## src/rtl/mem_port_arbiter_pkg.sv

```systemverilog
// rtl/mem_port_arbiter_pkg.sv - shared state/owner encodings and burst counter helper for mem_port_arbiter
package mem_arb_pkg;

   typedef enum logic [1:0] {
      IDLE = 2'd0,
      REQ  = 2'd1,
      WAIT = 2'd2,
      DONE = 2'd3
   } arb_state_t;

   typedef enum logic {
      OWN_IF = 1'b0,
      OWN_DM = 1'b1
   } arb_owner_t;

   localparam int MAX_BURST_CNT_W = 4;

   function automatic logic [MAX_BURST_CNT_W-1:0] burst_sat_inc(input logic [MAX_BURST_CNT_W-1:0] v);
      return (&v) ? v : v + 1'b1;
   endfunction

endpackage

```

## src/rtl/mem_port_arbiter_if.sv

```systemverilog
// rtl/mem_port_arbiter_if.sv - pipeline-side and memory-side signal bundle of the unified memory port
interface mem_port_arbiter_if #(
   parameter int ADDR_W = 32,
   parameter int DATA_W = 32
);
   logic                  if_req;
   logic [ADDR_W-1:0]     if_addr;
   logic [DATA_W-1:0]     if_rdata;
   logic                  if_stall;
   logic                  dm_req;
   logic                  dm_we;
   logic [ADDR_W-1:0]     dm_addr;
   logic [DATA_W-1:0]     dm_wdata;
   logic [DATA_W/8-1:0]   dm_be;
   logic [DATA_W-1:0]     dm_rdata;
   logic                  dm_stall;
   logic                  mem_valid;
   logic                  mem_ready;
   logic                  mem_we;
   logic [ADDR_W-1:0]     mem_addr;
   logic [DATA_W-1:0]     mem_wdata;
   logic [DATA_W/8-1:0]   mem_be;
   logic                  mem_rvalid;
   logic [DATA_W-1:0]     mem_rdata;

   modport master (
      input  if_req, if_addr, dm_req, dm_we, dm_addr, dm_wdata, dm_be,
      input  mem_ready, mem_rvalid, mem_rdata,
      output if_rdata, if_stall, dm_rdata, dm_stall,
      output mem_valid, mem_we, mem_addr, mem_wdata, mem_be
   );

   modport slave (
      output if_req, if_addr, dm_req, dm_we, dm_addr, dm_wdata, dm_be,
      output mem_ready, mem_rvalid, mem_rdata,
      input  if_rdata, if_stall, dm_rdata, dm_stall,
      input  mem_valid, mem_we, mem_addr, mem_wdata, mem_be
   );

endinterface

```

## src/rtl/mem_port_arbiter_perf_cnt.sv

```systemverilog
// rtl/mem_port_arbiter_perf_cnt.sv - free-running 32-bit stall cycle counter, wraps on overflow
module mem_arb_perf_cnt (
   input  logic        clk,
   input  logic        rst,
   input  logic        i_en,
   output logic [31:0] o_cnt
);

   logic [31:0] r_cnt;

   always_ff @(posedge clk or posedge rst) begin
      if (rst) begin
         r_cnt <= '0;
      end else if (i_en) begin
         r_cnt <= r_cnt + 32'd1;
      end
   end

   assign o_cnt = r_cnt;

endmodule

```

## src/rtl/mem_port_arbiter.sv

```systemverilog
// rtl/mem_port_arbiter.sv - IF/MEM arbiter for a unified single-port memory; MEM_ARB_PERF_CNT_EN adds stall cycle counters
module mem_port_arbiter
   import mem_arb_pkg::*;
#(
   parameter int ADDR_W      = 32,
   parameter int DATA_W      = 32,
   parameter int MAX_D_BURST = 4
) (
   input  logic                clk,
   input  logic                rst,
   mem_port_arbiter_if.master  bus
`ifdef MEM_ARB_PERF_CNT_EN
   ,
   output logic [31:0]         if_stall_cnt,
   output logic [31:0]         dm_stall_cnt
`endif
);

   localparam logic [MAX_BURST_CNT_W-1:0] LP_MAX_BURST = MAX_BURST_CNT_W'(MAX_D_BURST);

   arb_state_t                   r_state;
   arb_owner_t                   r_owner;
   logic [MAX_BURST_CNT_W-1:0]   r_burst_cnt;
   logic                         r_mem_valid;
   logic                         r_mem_we;
   logic [ADDR_W-1:0]            r_mem_addr;
   logic [DATA_W-1:0]            r_mem_wdata;
   logic [DATA_W/8-1:0]          r_mem_be;
   logic [DATA_W-1:0]            r_if_rdata;
   logic [DATA_W-1:0]            r_dm_rdata;

   logic w_grant_dm;
   logic w_resp;

   // Fetch is only held off while data has not yet used up its burst allowance.
   assign w_grant_dm = bus.dm_req && (!bus.if_req || (r_burst_cnt < LP_MAX_BURST));
   assign w_resp     = ((r_state == REQ) && bus.mem_ready && bus.mem_rvalid) ||
                       ((r_state == WAIT) && bus.mem_rvalid);

   always_ff @(posedge clk or posedge rst) begin
      if (rst) begin
         r_state     <= IDLE;
         r_owner     <= OWN_IF;
         r_burst_cnt <= '0;
         r_mem_valid <= 1'b0;
         r_mem_we    <= 1'b0;
         r_mem_addr  <= '0;
         r_mem_wdata <= '0;
         r_mem_be    <= '0;
         r_if_rdata  <= '0;
         r_dm_rdata  <= '0;
      end else begin
         case (r_state)
            IDLE: begin
               if (w_grant_dm) begin
                  r_owner     <= OWN_DM;
                  r_mem_we    <= bus.dm_we;
                  r_mem_addr  <= bus.dm_addr;
                  r_mem_wdata <= bus.dm_wdata;
                  r_mem_be    <= bus.dm_be;
                  r_mem_valid <= 1'b1;
                  r_state     <= REQ;
                  r_burst_cnt <= bus.if_req ? burst_sat_inc(r_burst_cnt) : '0;
               end else if (bus.if_req) begin
                  r_owner     <= OWN_IF;
                  r_mem_we    <= 1'b0;
                  r_mem_addr  <= bus.if_addr;
                  r_mem_wdata <= '0;
                  r_mem_be    <= '1;
                  r_mem_valid <= 1'b1;
                  r_state     <= REQ;
                  r_burst_cnt <= '0;
               end else begin
                  r_burst_cnt <= '0;
               end
            end
            REQ: begin
               if (bus.mem_ready) begin
                  r_mem_valid <= 1'b0;
                  r_state     <= bus.mem_rvalid ? DONE : WAIT;
               end
            end
            WAIT: begin
               if (bus.mem_rvalid) begin
                  r_state <= DONE;
               end
            end
            default: begin
               r_state <= IDLE;
            end
         endcase

         // Captured even if the owner withdrew; stores leave rdata untouched.
         if (w_resp && !r_mem_we) begin
            if (r_owner == OWN_DM) begin
               r_dm_rdata <= bus.mem_rdata;
            end else begin
               r_if_rdata <= bus.mem_rdata;
            end
         end
      end
   end

   assign bus.if_stall  = bus.if_req && !((r_state == DONE) && (r_owner == OWN_IF));
   assign bus.dm_stall  = bus.dm_req && !((r_state == DONE) && (r_owner == OWN_DM));
   assign bus.if_rdata  = r_if_rdata;
   assign bus.dm_rdata  = r_dm_rdata;
   assign bus.mem_valid = r_mem_valid;
   assign bus.mem_we    = r_mem_we;
   assign bus.mem_addr  = r_mem_addr;
   assign bus.mem_wdata = r_mem_wdata;
   assign bus.mem_be    = r_mem_be;

`ifdef MEM_ARB_PERF_CNT_EN
   mem_arb_perf_cnt u_if_stall_cnt (
      .clk   (clk),
      .rst   (rst),
      .i_en  (bus.if_stall),
      .o_cnt (if_stall_cnt)
   );

   mem_arb_perf_cnt u_dm_stall_cnt (
      .clk   (clk),
      .rst   (rst),
      .i_en  (bus.dm_stall),
      .o_cnt (dm_stall_cnt)
   );
`endif

endmodule

```

## src/flat_wrapper.sv

```systemverilog
// flat-port wrapper written by rule: the top's interface ports become plain ports
module mem_port_arbiter_flat import mem_arb_pkg::*;
#(
   parameter int ADDR_W      = 32,
   parameter int DATA_W      = 32,
   parameter int MAX_D_BURST = 4
)
  (clk, rst, bus_if_req, bus_if_addr, bus_dm_req, bus_dm_we, bus_dm_addr, bus_dm_wdata, bus_dm_be, bus_mem_ready, bus_mem_rvalid, bus_mem_rdata, bus_if_rdata, bus_if_stall, bus_dm_rdata, bus_dm_stall, bus_mem_valid, bus_mem_we, bus_mem_addr, bus_mem_wdata, bus_mem_be);
  mem_port_arbiter_if #(.ADDR_W(ADDR_W), .DATA_W(DATA_W)) bus_i ();
  input  logic clk;
  input  logic rst;
  input wire logic [$bits(bus_i.if_req)-1:0] bus_if_req;
  input wire logic [$bits(bus_i.if_addr)-1:0] bus_if_addr;
  input wire logic [$bits(bus_i.dm_req)-1:0] bus_dm_req;
  input wire logic [$bits(bus_i.dm_we)-1:0] bus_dm_we;
  input wire logic [$bits(bus_i.dm_addr)-1:0] bus_dm_addr;
  input wire logic [$bits(bus_i.dm_wdata)-1:0] bus_dm_wdata;
  input wire logic [$bits(bus_i.dm_be)-1:0] bus_dm_be;
  input wire logic [$bits(bus_i.mem_ready)-1:0] bus_mem_ready;
  input wire logic [$bits(bus_i.mem_rvalid)-1:0] bus_mem_rvalid;
  input wire logic [$bits(bus_i.mem_rdata)-1:0] bus_mem_rdata;
  output wire logic [$bits(bus_i.if_rdata)-1:0] bus_if_rdata;
  output wire logic [$bits(bus_i.if_stall)-1:0] bus_if_stall;
  output wire logic [$bits(bus_i.dm_rdata)-1:0] bus_dm_rdata;
  output wire logic [$bits(bus_i.dm_stall)-1:0] bus_dm_stall;
  output wire logic [$bits(bus_i.mem_valid)-1:0] bus_mem_valid;
  output wire logic [$bits(bus_i.mem_we)-1:0] bus_mem_we;
  output wire logic [$bits(bus_i.mem_addr)-1:0] bus_mem_addr;
  output wire logic [$bits(bus_i.mem_wdata)-1:0] bus_mem_wdata;
  output wire logic [$bits(bus_i.mem_be)-1:0] bus_mem_be;
  assign bus_i.if_req = bus_if_req;
  assign bus_i.if_addr = bus_if_addr;
  assign bus_i.dm_req = bus_dm_req;
  assign bus_i.dm_we = bus_dm_we;
  assign bus_i.dm_addr = bus_dm_addr;
  assign bus_i.dm_wdata = bus_dm_wdata;
  assign bus_i.dm_be = bus_dm_be;
  assign bus_i.mem_ready = bus_mem_ready;
  assign bus_i.mem_rvalid = bus_mem_rvalid;
  assign bus_i.mem_rdata = bus_mem_rdata;
  assign bus_if_rdata = bus_i.if_rdata;
  assign bus_if_stall = bus_i.if_stall;
  assign bus_dm_rdata = bus_i.dm_rdata;
  assign bus_dm_stall = bus_i.dm_stall;
  assign bus_mem_valid = bus_i.mem_valid;
  assign bus_mem_we = bus_i.mem_we;
  assign bus_mem_addr = bus_i.mem_addr;
  assign bus_mem_wdata = bus_i.mem_wdata;
  assign bus_mem_be = bus_i.mem_be;
  mem_port_arbiter #(.ADDR_W(ADDR_W), .DATA_W(DATA_W), .MAX_D_BURST(MAX_D_BURST)) u_core (.clk(clk), .rst(rst), .bus(bus_i));
endmodule
```

## config.mk

```make
export PLATFORM = sky130hd
export DESIGN_NAME = mem_port_arbiter_flat
export DESIGN_NICKNAME = d
export VERILOG_FILES = /design/src/rtl/mem_port_arbiter_pkg.sv /design/src/rtl/mem_port_arbiter_if.sv /design/src/rtl/mem_port_arbiter_perf_cnt.sv /design/src/rtl/mem_port_arbiter.sv /design/src/flat_wrapper.sv
export SDC_FILE = /design/constraint.sdc
export NUM_CORES = 1
export LEC_CHECK = 0
export ABC_AREA = 0
export CELL_PAD_IN_SITES_DETAIL_PLACEMENT = 1
export CELL_PAD_IN_SITES_GLOBAL_PLACEMENT = 2
export CORE_MARGIN = 3
export CORE_UTILIZATION = 25
export CTS_CLUSTER_SIZE = 8
export DETAILED_ROUTE_END_ITERATION = 7
export PLACE_DENSITY_LB_ADDON = 0.2
export SYNTH_ARGS = -nofsm -noshare
export SYNTH_HDL_FRONTEND = slang
export SYNTH_SLANG_ARGS = --single-unit
```

## constraint.sdc

```tcl
create_clock -name clk -period 5.7 [get_ports clk]
set_input_delay 1.14 -clock clk [delete_from_list [all_inputs] [get_ports clk]]
set_output_delay 1.14 -clock clk [all_outputs]
set_load 0.05 [all_outputs]
```

==> results of run 1 <==
## Yosys cell counts (2+ instances only)
| cell type | count |
|---|---|
| o22a_1 | 4 |
| buf_2 | 12 |
| a21boi_0 | 2 |
| a22o_1 | 34 |
| ha_1 | 6 |
| o211ai_1 | 32 |
| o2bb2ai_1 | 2 |
| nand4_1 | 33 |
| inv_1 | 8 |
| nor2b_1 | 2 |
| dfrtp_1 | 141 |
| mux2_4 | 30 |
| buf_6 | 3 |
| nor2_1 | 2 |
| a21oi_1 | 2 |
| clkbuf_1 | 21 |
| o21ai_0 | 2 |
| mux2_2 | 35 |
| nand2_1 | 64 |
| buf_1 | 2 |
## registers in the layout (all words and copies together) (netlist names)
| name | count |
|---|---|
| u_core.bus.dm_rdata | 32 |
| u_core.bus.if_rdata | 32 |
| u_core.bus.mem_addr | 32 |
| u_core.bus.mem_wdata | 32 |
| u_core.bus.mem_be | 4 |
| u_core.r_burst_cnt | 4 |
| u_core.r_state | 2 |
| u_core.bus.mem_valid | 1 |
| u_core.bus.mem_we | 1 |
| u_core.r_owner | 1 |
## power by group through the flow
stage                     sequential, mW  clock [mW]  combinational (mW)
after floorplan                     3.32           0               0.920
after global placement              1.76           0                3.78
after detailed placement            1.78           0                3.83
after CTS                           1.77        1.20                3.84
after global routing                1.83        1.25                3.97
final                               1.76        1.17                3.80
## area by class of cell
class | count | area (µm²) | share of cell area (%)
tap | 313 | 392 | 4.12
sequential | 141 | 3530 | 37.1
clock buffer | 20 | 457 | 4.81
clock inverter | 12 | 156 | 1.65
inverter | 8 | 35.0 | 0.369
multi-input combinational | 262 | 2150 | 22.6
timing repair buffer | 281 | 2790 | 29.4
## per-stage QoR
| step | hold slack [ns] | utilization [%] | setup slack (ns) |
|---|---|---|---|
| finish | 0.496 | 41.6 | 1.61 |
| global route | 0.512 | 41.6 | 1.53 |
| CTS | 0.501 | 41.6 | 1.59 |
| detailed placement | 0.487 | 38.9 | 1.59 |
| global placement | 0.471 | 38.9 | 1.59 |
| floorplan | 0.457 | - | 0.779 |
## cells by family after synthesis
family,count (synthesis),synth area share (%)
AOI/OAI and AO/OA,83,11.4
adders and majority gates,6,1.28
muxes,67,14.8
and+or+nand+nor,106,8.62
buffers and inverters,46,3.59
DFF,141,60.3
## routing by layer
layer  up-vias  GRT usage (%)
met5         -              0
met4         0           4.10
met3        17           5.49
met2       194           24.5
met1      2357           21.4
li1       2156              -
## path summary, 6_finish.rpt
| kind | slack, ns | cells after the start | to | from |
|---|---|---|---|---|
| setup reg to reg | 2.92 | 5 | u_core.bus.mem_wdata[31] | u_core.r_state[0] |
| hold reg to reg | 0.50 | 2 | u_core.bus.mem_addr[30] | u_core.bus.mem_addr[30] |
| min in group asynchronous | 1.35 | 2 | u_core.bus.mem_wdata[24] | rst |
| max in group asynchronous | 3.27 | 3 | u_core.bus.if_rdata[3] | rst |
| hold / removal | 0.50 | 2 | u_core.bus.mem_addr[30] | u_core.bus.mem_addr[30] |
| setup / recovery | 1.61 | 3 | bus_if_stall | bus_if_req |
## critical path, stage by stage
cell and delay (ns):
clkdlybuf4s50_1 0.71, a21boi_0 0.23, clkdlybuf4s50_1 0.86
==> flow_metrics.py, run 1 <==
metrics = {
    "pwr": {
        "power.share.combinational_pct": 56.5,
        "switchingPower_mw": 3.14,
        "p_seq_share_pct": 26.2,
        "p_leak_nw": 4.00,
        "p_int_mw": 3.58,
        "peakVddDrop_mv": 0.281,
        "clkPwrFrac_pct": 17.3,
        "swShare_pct": 46.7,
        "power_per_cell_area_nw_per_um2": 708,
        "power_mw": 6.73,
    },
    "route": {
        "post_drt_wl_per_cell_um": 19.4,
        "vias_per_cell": 4.56,
        "met1_length_um": 9340,
        "vias": 4724,
        "dr.pass1.iters": 4,
        "dr.first_iter.drc_count": 190,
        "drc_errors": 0,
        "maxUsedRoutingLayer": "met4",
        "ant_nets": 0,
        "met2_length_um": 9200,
        "wl_um": 20100,
        "wl_met3_um": 1340,
    },
    "critical_path": {
        "critPathRequiredTime_ns": 4.56,
        "cp.arrival_ns": 2.95,
        "crit_fanout": 7,
        "worstSetupPathType": "input port to primary output",
        "endpoint_kind": "primary output",
        "critPathLaunchType": "input port",
    },
    "floorplanning": {
        "rows": 55,
        "initial_utilization_pct": 25.6,
        "coreArea_um2": 22800,
        "ios": 275,
        "die_w_um": 159,
        "die_h_um": 159,
        "dieArea_um2": 25300,
    },
    "timing": {
        "drv_slew": 0,
        "tightest_slew_ns": 1.23,
        "finalCritPeriodShare_pct": 71.7,
        "clock.fmax_ghz": 0.245,
        "final-hold-violation-count": 0,
        "finalSetupViolCount": 0,
        "setup_tns_ns": 0,
        "layout_min_cycle_time_ns": 4.09,
        "grt_setup_unrepaired": "false",
        "maxSlewHeadroom_pct": 17.9,
        "clock_skew_ns": 0.0113,
    },
    "clock_tree": {
        "path_clk_slew_ns": 0.06,
        "cts_buffers": 17,
        "htree_levels": 4,
        "hold_buffers": 0,
        "clkLatencyLatePin_ns": 0.42,
        "ctsResizeCount": 0,
        "cts_sinks": 141,
        "post-cts-setup-buffers": 0,
        "clk_path_buf_depth": 2,
        "cts_tree": "done",
        "root_buffer": "clkbuf_16",
    },
    "layout": {
        "layout_common_cells": "273 x clkdlybuf4s50_1, 141 x dfrtp_1, 64 x nand2_1",
        "fillers": 2457,
        "layout_commonest_cell": "clkdlybuf4s50_1",
        "layout.cells.non_filler": 1037,
        "design_area_um2": 9500,
        "diodes": 0,
        "drive_gt1_share_pct": 15.2,
        "fin_nets": 856,
        "syn_to_final_growth_pct": 62.5,
    },
    "placement": {
        "dp_hpwl_um": 14200,
        "placed_cells": 1005,
        "place_area_um2": 8890,
        "gp_congestion": 0.723,
        "io_buffer_count": 274,
    },
    "grt": {
        "grt_overflow_total": 0,
        "grt_max_degree": 108,
        "grt_pass1_wl_um": 31800,
        "grt_usage_pct": 15.9,
        "antenna_found_initial": 0,
        "grt_pass1_vias": 5300,
    },
    "logic_synthesis": {
        "synth_warnings": 0,
        "async_reset_ff_share_pct": 100,
        "yosys_register_bits": 141,
        "netlist_instances": 449,
        "synth_nets": 594,
        "synth_edf_count": 0,
        "yosysTopAreaCellShare_pct": 60.3,
        "synthTopCellsByArea": "dfrtp_1 60%, mux2_4 7.7%, mux2_2 6.7%",
        "yosysSeqAreaShare_pct": 60.3,
        "yosys.area.top_type": "dfrtp_1",
        "synth_cell_types": 32,
        "synth.avg_cell_area_um2": 13.0,
        "netlist_area_um2": 5850,
        "ys.flop_type": "dfrtp_1",
    },
    "outcome": {
        "status": "finished clean",
    },
    "run": {
        "cap_violations": 0,
    },
    "worst_hold_path": {
        "min_path_type": "flop to flop",
    },
}
Note: power is estimated with default switching activity, not from simulation.
==> run 2, diff against run 1 <==
- clock period: 5.7 -> 4.26 ns (I/O delays scaled with it)
==> run 2 against run 1 <==
Compared with the run above:
- setup slack worse by 0.83 ns
- register-to-register slack lost 1.3 ns
- die area stayed put
- combinational power is 34% higher
- clock skew decreased by 0.0012 ns
- critical path depth unchanged
- non-clock buffer count is 3 higher
- first-iteration DRC count fell by 24%
- critical endpoint unchanged
- largest cell class unchanged
==> flow_metrics.py, run 2 (same netlist as run 1, synthesis figures left out) <==
metrics = {
    "floorplanning": {
        "dieArea_um2": 25300,
        "coreArea_um2": 22800,
        "die_w_um": 159,
        "initial_utilization_pct": 25.6,
        "die_h_um": 159,
        "rows": 55,
        "ios": 275,
    },
    "pwr": {
        "power.share.combinational_pct": 57.3,
        "peakVddDrop_mv": 0.299,
        "p_int_mw": 4.61,
        "p_seq_share_pct": 26.6,
        "swShare_pct": 47.9,
        "clkPwrFrac_pct": 16.0,
        "p_leak_nw": 3.98,
        "switchingPower_mw": 4.24,
        "power_mw": 8.85,
        "power_per_cell_area_nw_per_um2": 933,
    },
    "grt": {
        "grt_pass1_vias": 5400,
        "grt_usage_pct": 15.9,
        "grt_overflow_total": 0,
        "grt_max_degree": 61,
        "grt_pass1_wl_um": 32200,
        "antenna_found_initial": 0,
    },
    "placement": {
        "placed_cells": 1008,
        "io_buffer_count": 274,
        "gp_congestion": 0.738,
        "pre_cts_slack_ns": 0.770,
        "dp_hpwl_um": 14200,
        "place_area_um2": 8930,
    },
    "critical_path": {
        "cp.arrival_ns": 2.63,
        "worstSetupPathType": "input port to primary output",
        "cp_slowest_cell": "clkdlybuf4s50_1",
        "crit_family": "buffers and inverters",
        "cp_num_buf_inv": 2,
        "crit_top_cell": "clkdlybuf4s50_1",
        "critPathLaunchType": "input port",
        "max_stage_delay_ns": 0.85,
        "endpoint_kind": "primary output",
        "cp_cell_sequence": "clkdlybuf4s50_1 -> a21boi_0 -> clkdlybuf4s50_1",
        "critPathRequiredTime_ns": 3.41,
        "crit_fanout": 7,
    },
    "layout": {
        "syn_to_final_growth_pct": 62.2,
        "layout.cells.non_filler": 1040,
        "fin_nets": 859,
        "fillers": 2427,
        "drive_gt1_share_pct": 15.5,
        "layout_commonest_cell": "clkdlybuf4s50_1",
        "design_area_um2": 9490,
        "diodes": 0,
        "layout_common_cells": "273 x clkdlybuf4s50_1, 141 x dfrtp_1, 64 x nand2_1",
    },
    "timing": {
        "drv_slew": 0,
        "tightest_slew_ns": 1.08,
        "layout_min_cycle_time_ns": 3.48,
        "clock_skew_ns": 0.0101,
        "final-hold-violation-count": 0,
        "maxSlewHeadroom_pct": 28.2,
        "finalWorstSetupSlack_ns": 0.781,
        "grt_setup_unrepaired": "false",
        "setup_tns_ns": 0,
        "finalCritPeriodShare_pct": 81.7,
        "clock.fmax_ghz": 0.287,
        "finalSetupViolCount": 0,
    },
    "clock_tree": {
        "hold_buffers": 0,
        "cts_buffers": 17,
        "root_buffer": "clkbuf_16",
        "clk_path_buf_depth": 2,
        "cts_tree": "done",
        "path_clk_slew_ns": 0.06,
        "post-cts-setup-buffers": 0,
        "clkLatencyLatePin_ns": 0.42,
        "cts_sinks": 141,
        "ctsResizeCount": 0,
        "htree_levels": 4,
    },
    "route": {
        "vias": 4774,
        "wl_met3_um": 1470,
        "wl_um": 20100,
        "ant_nets": 0,
        "met1_length_um": 8970,
        "vias_per_cell": 4.59,
        "maxUsedRoutingLayer": "met4",
        "dr.pass1.iters": 4,
        "dr.first_iter.drc_count": 144,
        "met2_length_um": 9420,
        "drc_errors": 0,
        "post_drt_wl_per_cell_um": 19.3,
    },
    "outcome": {
        "status": "finished clean",
    },
    "worst_hold_path": {
        "min_path_type": "flop to flop",
    },
    "run": {
        "cap_violations": 0,
    },
}
## run 2: final timing paths
| check | slack (ns) | start | to | cells after the start |
|---|---|---|---|---|
| worst max-delay path | 0.78 | bus_if_req | bus_if_stall | 3 |
| worst min-delay path | 0.48 | u_core.r_burst_cnt[0] | u_core.r_burst_cnt[0] | 1 |
| worst max register to register | 1.58 | u_core.r_state[1] | u_core.bus.mem_addr[11] | 6 |
| worst min register to register | 0.48 | u_core.r_burst_cnt[0] | u_core.r_burst_cnt[0] | 1 |
| max in group asynchronous | 2.46 | rst | u_core.bus.mem_addr[28] | 3 |
| min in group asynchronous | 0.96 | rst | u_core.bus.mem_wdata[10] | 2 |
## run 2: through the flow
stage                     utilization (%)  hold slack [ns]
after floorplan                         -            0.457
after global placement               39.1            0.472
after detailed placement             39.1            0.482
after CTS                            41.5            0.489
after global routing                 41.5            0.523
final                                41.5            0.484
## run 2: layout make-up
class                   count  area (µm²)  area share, %
multi-input cells         262        2140           22.5
repair buffers            284        2840           29.9
clock inverters            14         126           1.33
flip-flops and latches    141        3530           37.2
inverters                   8        33.8          0.356
well taps                 313         392           4.13
clock buffers              18         429           4.52
## run 2: power groups by stage
stage	clock, mW	sequential (mW)	combinational [mW]
finish	1.42	2.36	5.08
global route	1.53	2.45	5.32
CTS	1.47	2.37	5.14
detailed placement	0	2.38	5.13
global placement	0	2.35	5.05
floorplan	0	4.44	1.23
## run 2: routing by layer
metal	global-route usage (%)	vias up
met2	25.8	179
met1	20.3	2412
met4	3.98	0
li1	-	2167
met5	0	-
met3	5.96	16
## run 2: worst register-to-register path, delay by kind of cell (launching register included)
kind            cells  cell delay [ns]
compound gates      2             0.69
fa+ha+maj           1             0.84
buf+inv             2             0.50
flops               1             0.43
simple gates        1             0.13
==> run 3, diff against run 2 <==
- clock period: 4.26 -> 3.5 ns (I/O delays scaled with it)
==> run 3 against run 2 <==
Compared with the run above:
- clock skew about the same
- count of clock-buffer cells in the layout increased by 1
- clock power increased by 22%
==> flow_metrics.py, run 3 (same netlist as run 1, synthesis figures left out) <==
metrics = {
    "clock_tree": {
        "cts_buffers": 17,
        "path_clk_slew_ns": 0.06,
        "hold_buffers": 0,
        "cts_sinks": 141,
        "htree_levels": 4,
        "root_buffer": "clkbuf_16",
        "clkLatencyLatePin_ns": 0.42,
        "cts_tree": "done",
        "ctsResizeCount": 0,
        "clk_path_buf_depth": 2,
        "post-cts-setup-buffers": 0,
    },
    "worst_hold_path": {
        "worstHoldStart": "u_core.bus.if_rdata[12]",
        "hold_path_depth": 1,
        "min_path_type": "flop to flop",
        "min_to": "u_core.bus.if_rdata[12]",
    },
    "floorplanning": {
        "ios": 275,
        "die_w_um": 159,
        "coreArea_um2": 22800,
        "die_h_um": 159,
        "dieArea_um2": 25300,
        "rows": 55,
        "initial_utilization_pct": 25.6,
    },
    "layout": {
        "drive_gt1_share_pct": 15.8,
        "fin_nets": 860,
        "syn_to_final_growth_pct": 62.7,
        "layout.cells.non_filler": 1040,
        "diodes": 0,
        "fillers": 2423,
        "layout_commonest_cell": "clkdlybuf4s50_1",
        "layout_common_cells": "271 x clkdlybuf4s50_1, 141 x dfrtp_1, 64 x nand2_1",
    },
    "timing": {
        "finalSetupViolCount": 0,
        "clock_skew_ns": 0.0104,
        "maxSlewHeadroom_pct": 31.4,
        "setup_tns_ns": 0,
        "tightest_slew_ns": 1.03,
        "drv_slew": 0,
        "clock.fmax_ghz": 0.395,
        "finalCritPeriodShare_pct": 72.3,
        "final-hold-violation-count": 0,
        "finalWorstSetupSlack_ns": 0.971,
        "grt_setup_unrepaired": "false",
        "layout_min_cycle_time_ns": 2.53,
    },
    "outcome": {
        "status": "finished clean",
    },
    "critical_path": {
        "critPathLaunchType": "input port",
        "crit_fanout": 7,
        "rr_worst_depth": 6,
        "critPathRequiredTime_ns": 2.80,
        "worstSetupPathType": "input port to primary output",
        "reg2reg_from": "u_core.r_state[1]",
        "endpoint_kind": "primary output",
        "rrSetupSlack_ns": 1.09,
        "r2r-end": "u_core.bus.dm_rdata[17]",
        "cp.arrival_ns": 1.83,
    },
    "placement": {
        "dp_hpwl_um": 14300,
        "io_buffer_count": 274,
        "gp_congestion": 0.754,
        "placed_cells": 1009,
        "pre_cts_slack_ns": 0.597,
    },
    "pwr": {
        "p_leak_nw": 4.00,
        "power_per_cell_area_nw_per_um2": 1140,
        "power_mw": 10.8,
        "peakVddDrop_mv": 0.313,
    },
    "route": {
        "dr.first_iter.drc_count": 175,
        "post_drt_wl_per_cell_um": 19.3,
        "drc_errors": 0,
        "vias": 4806,
        "vias_per_cell": 4.62,
        "dr.pass1.iters": 4,
        "wl_um": 20000,
        "ant_nets": 0,
    },
    "grt": {
        "grt_pass1_wl_um": 31900,
        "antenna_found_initial": 0,
        "grt_pass1_vias": 5331,
        "grt_usage_pct": 16.0,
        "grt_overflow_total": 0,
        "grt_max_degree": 66,
    },
    "run": {
        "cap_violations": 0,
    },
}
## run 3: cell count changes in the layout (fill, tap and decap cells not counted), sizes merged
cell           delta
inv               -4
buf               +3
clkdlybuf4s50     -2
clkinv            +2
bufinv            +1
clkbuf            +1
clkinvlp          -1
## run 3: layout make-up
type | count | area [µm²] | area share, %
Clock buffer | 19 | 443 | 4.65
Clock inverter | 12 | 115 | 1.21
Inverter | 8 | 33.8 | 0.355
Multi-Input combinational cell | 262 | 2140 | 22.5
Sequential cell | 141 | 3530 | 37.1
Tap cell | 313 | 392 | 4.12
Timing Repair Buffer | 285 | 2870 | 30.1
## run 3: layer usage
layer	global-route usage (%)	routed length, µm	vias to the layer above
li1	-	-	2175
met1	20.1	8800	2422
met2	25.2	9320	193
met3	6.79	1670	16
met4	4.54	259	0
met5	0	0	-
## run 3: through the flow
stage / util [%] / hold WS, ns / instance area [µm²]
floorplan: - / 0.457 / 5850
global placement: 39.2 / 0.470 / 8960
detailed placement: 39.2 / 0.481 / 8960
CTS: 41.6 / 0.495 / 9520
global route: 41.6 / 0.512 / 9520
finish: 41.6 / 0.490 / 9520
## run 3: worst max-delay path: stages
cell	delay, ns
clkdlybuf4s50_1	0.68
a21boi_0	0.21
buf_4	0.23
## run 3: how the worst max path moves through the flow
stage	from	end	slack, ns	cells past startpoint
finish	bus_if_req	bus_if_stall	0.97	3
detailed placement	bus_mem_rvalid	u_core.bus.dm_rdata[13]	0.60	5
global placement	bus_mem_rvalid	u_core.bus.dm_rdata[17]	0.64	5
floorplan	bus_dm_req	bus_dm_stall	0.78	2
CTS	bus_if_req	bus_if_stall	0.96	3
global route	bus_if_req	bus_if_stall	0.88	3
## run 3: power by group
| group | internal [mW] | switching (mW) | total (mW) |
|---|---|---|---|
| combinational | 2.28 | 3.93 | 6.20 |
| clock | 1.00 | 0.727 | 1.73 |
| sequential | 2.41 | 0.460 | 2.87 |
| total | 5.69 | 5.11 | 10.8 |
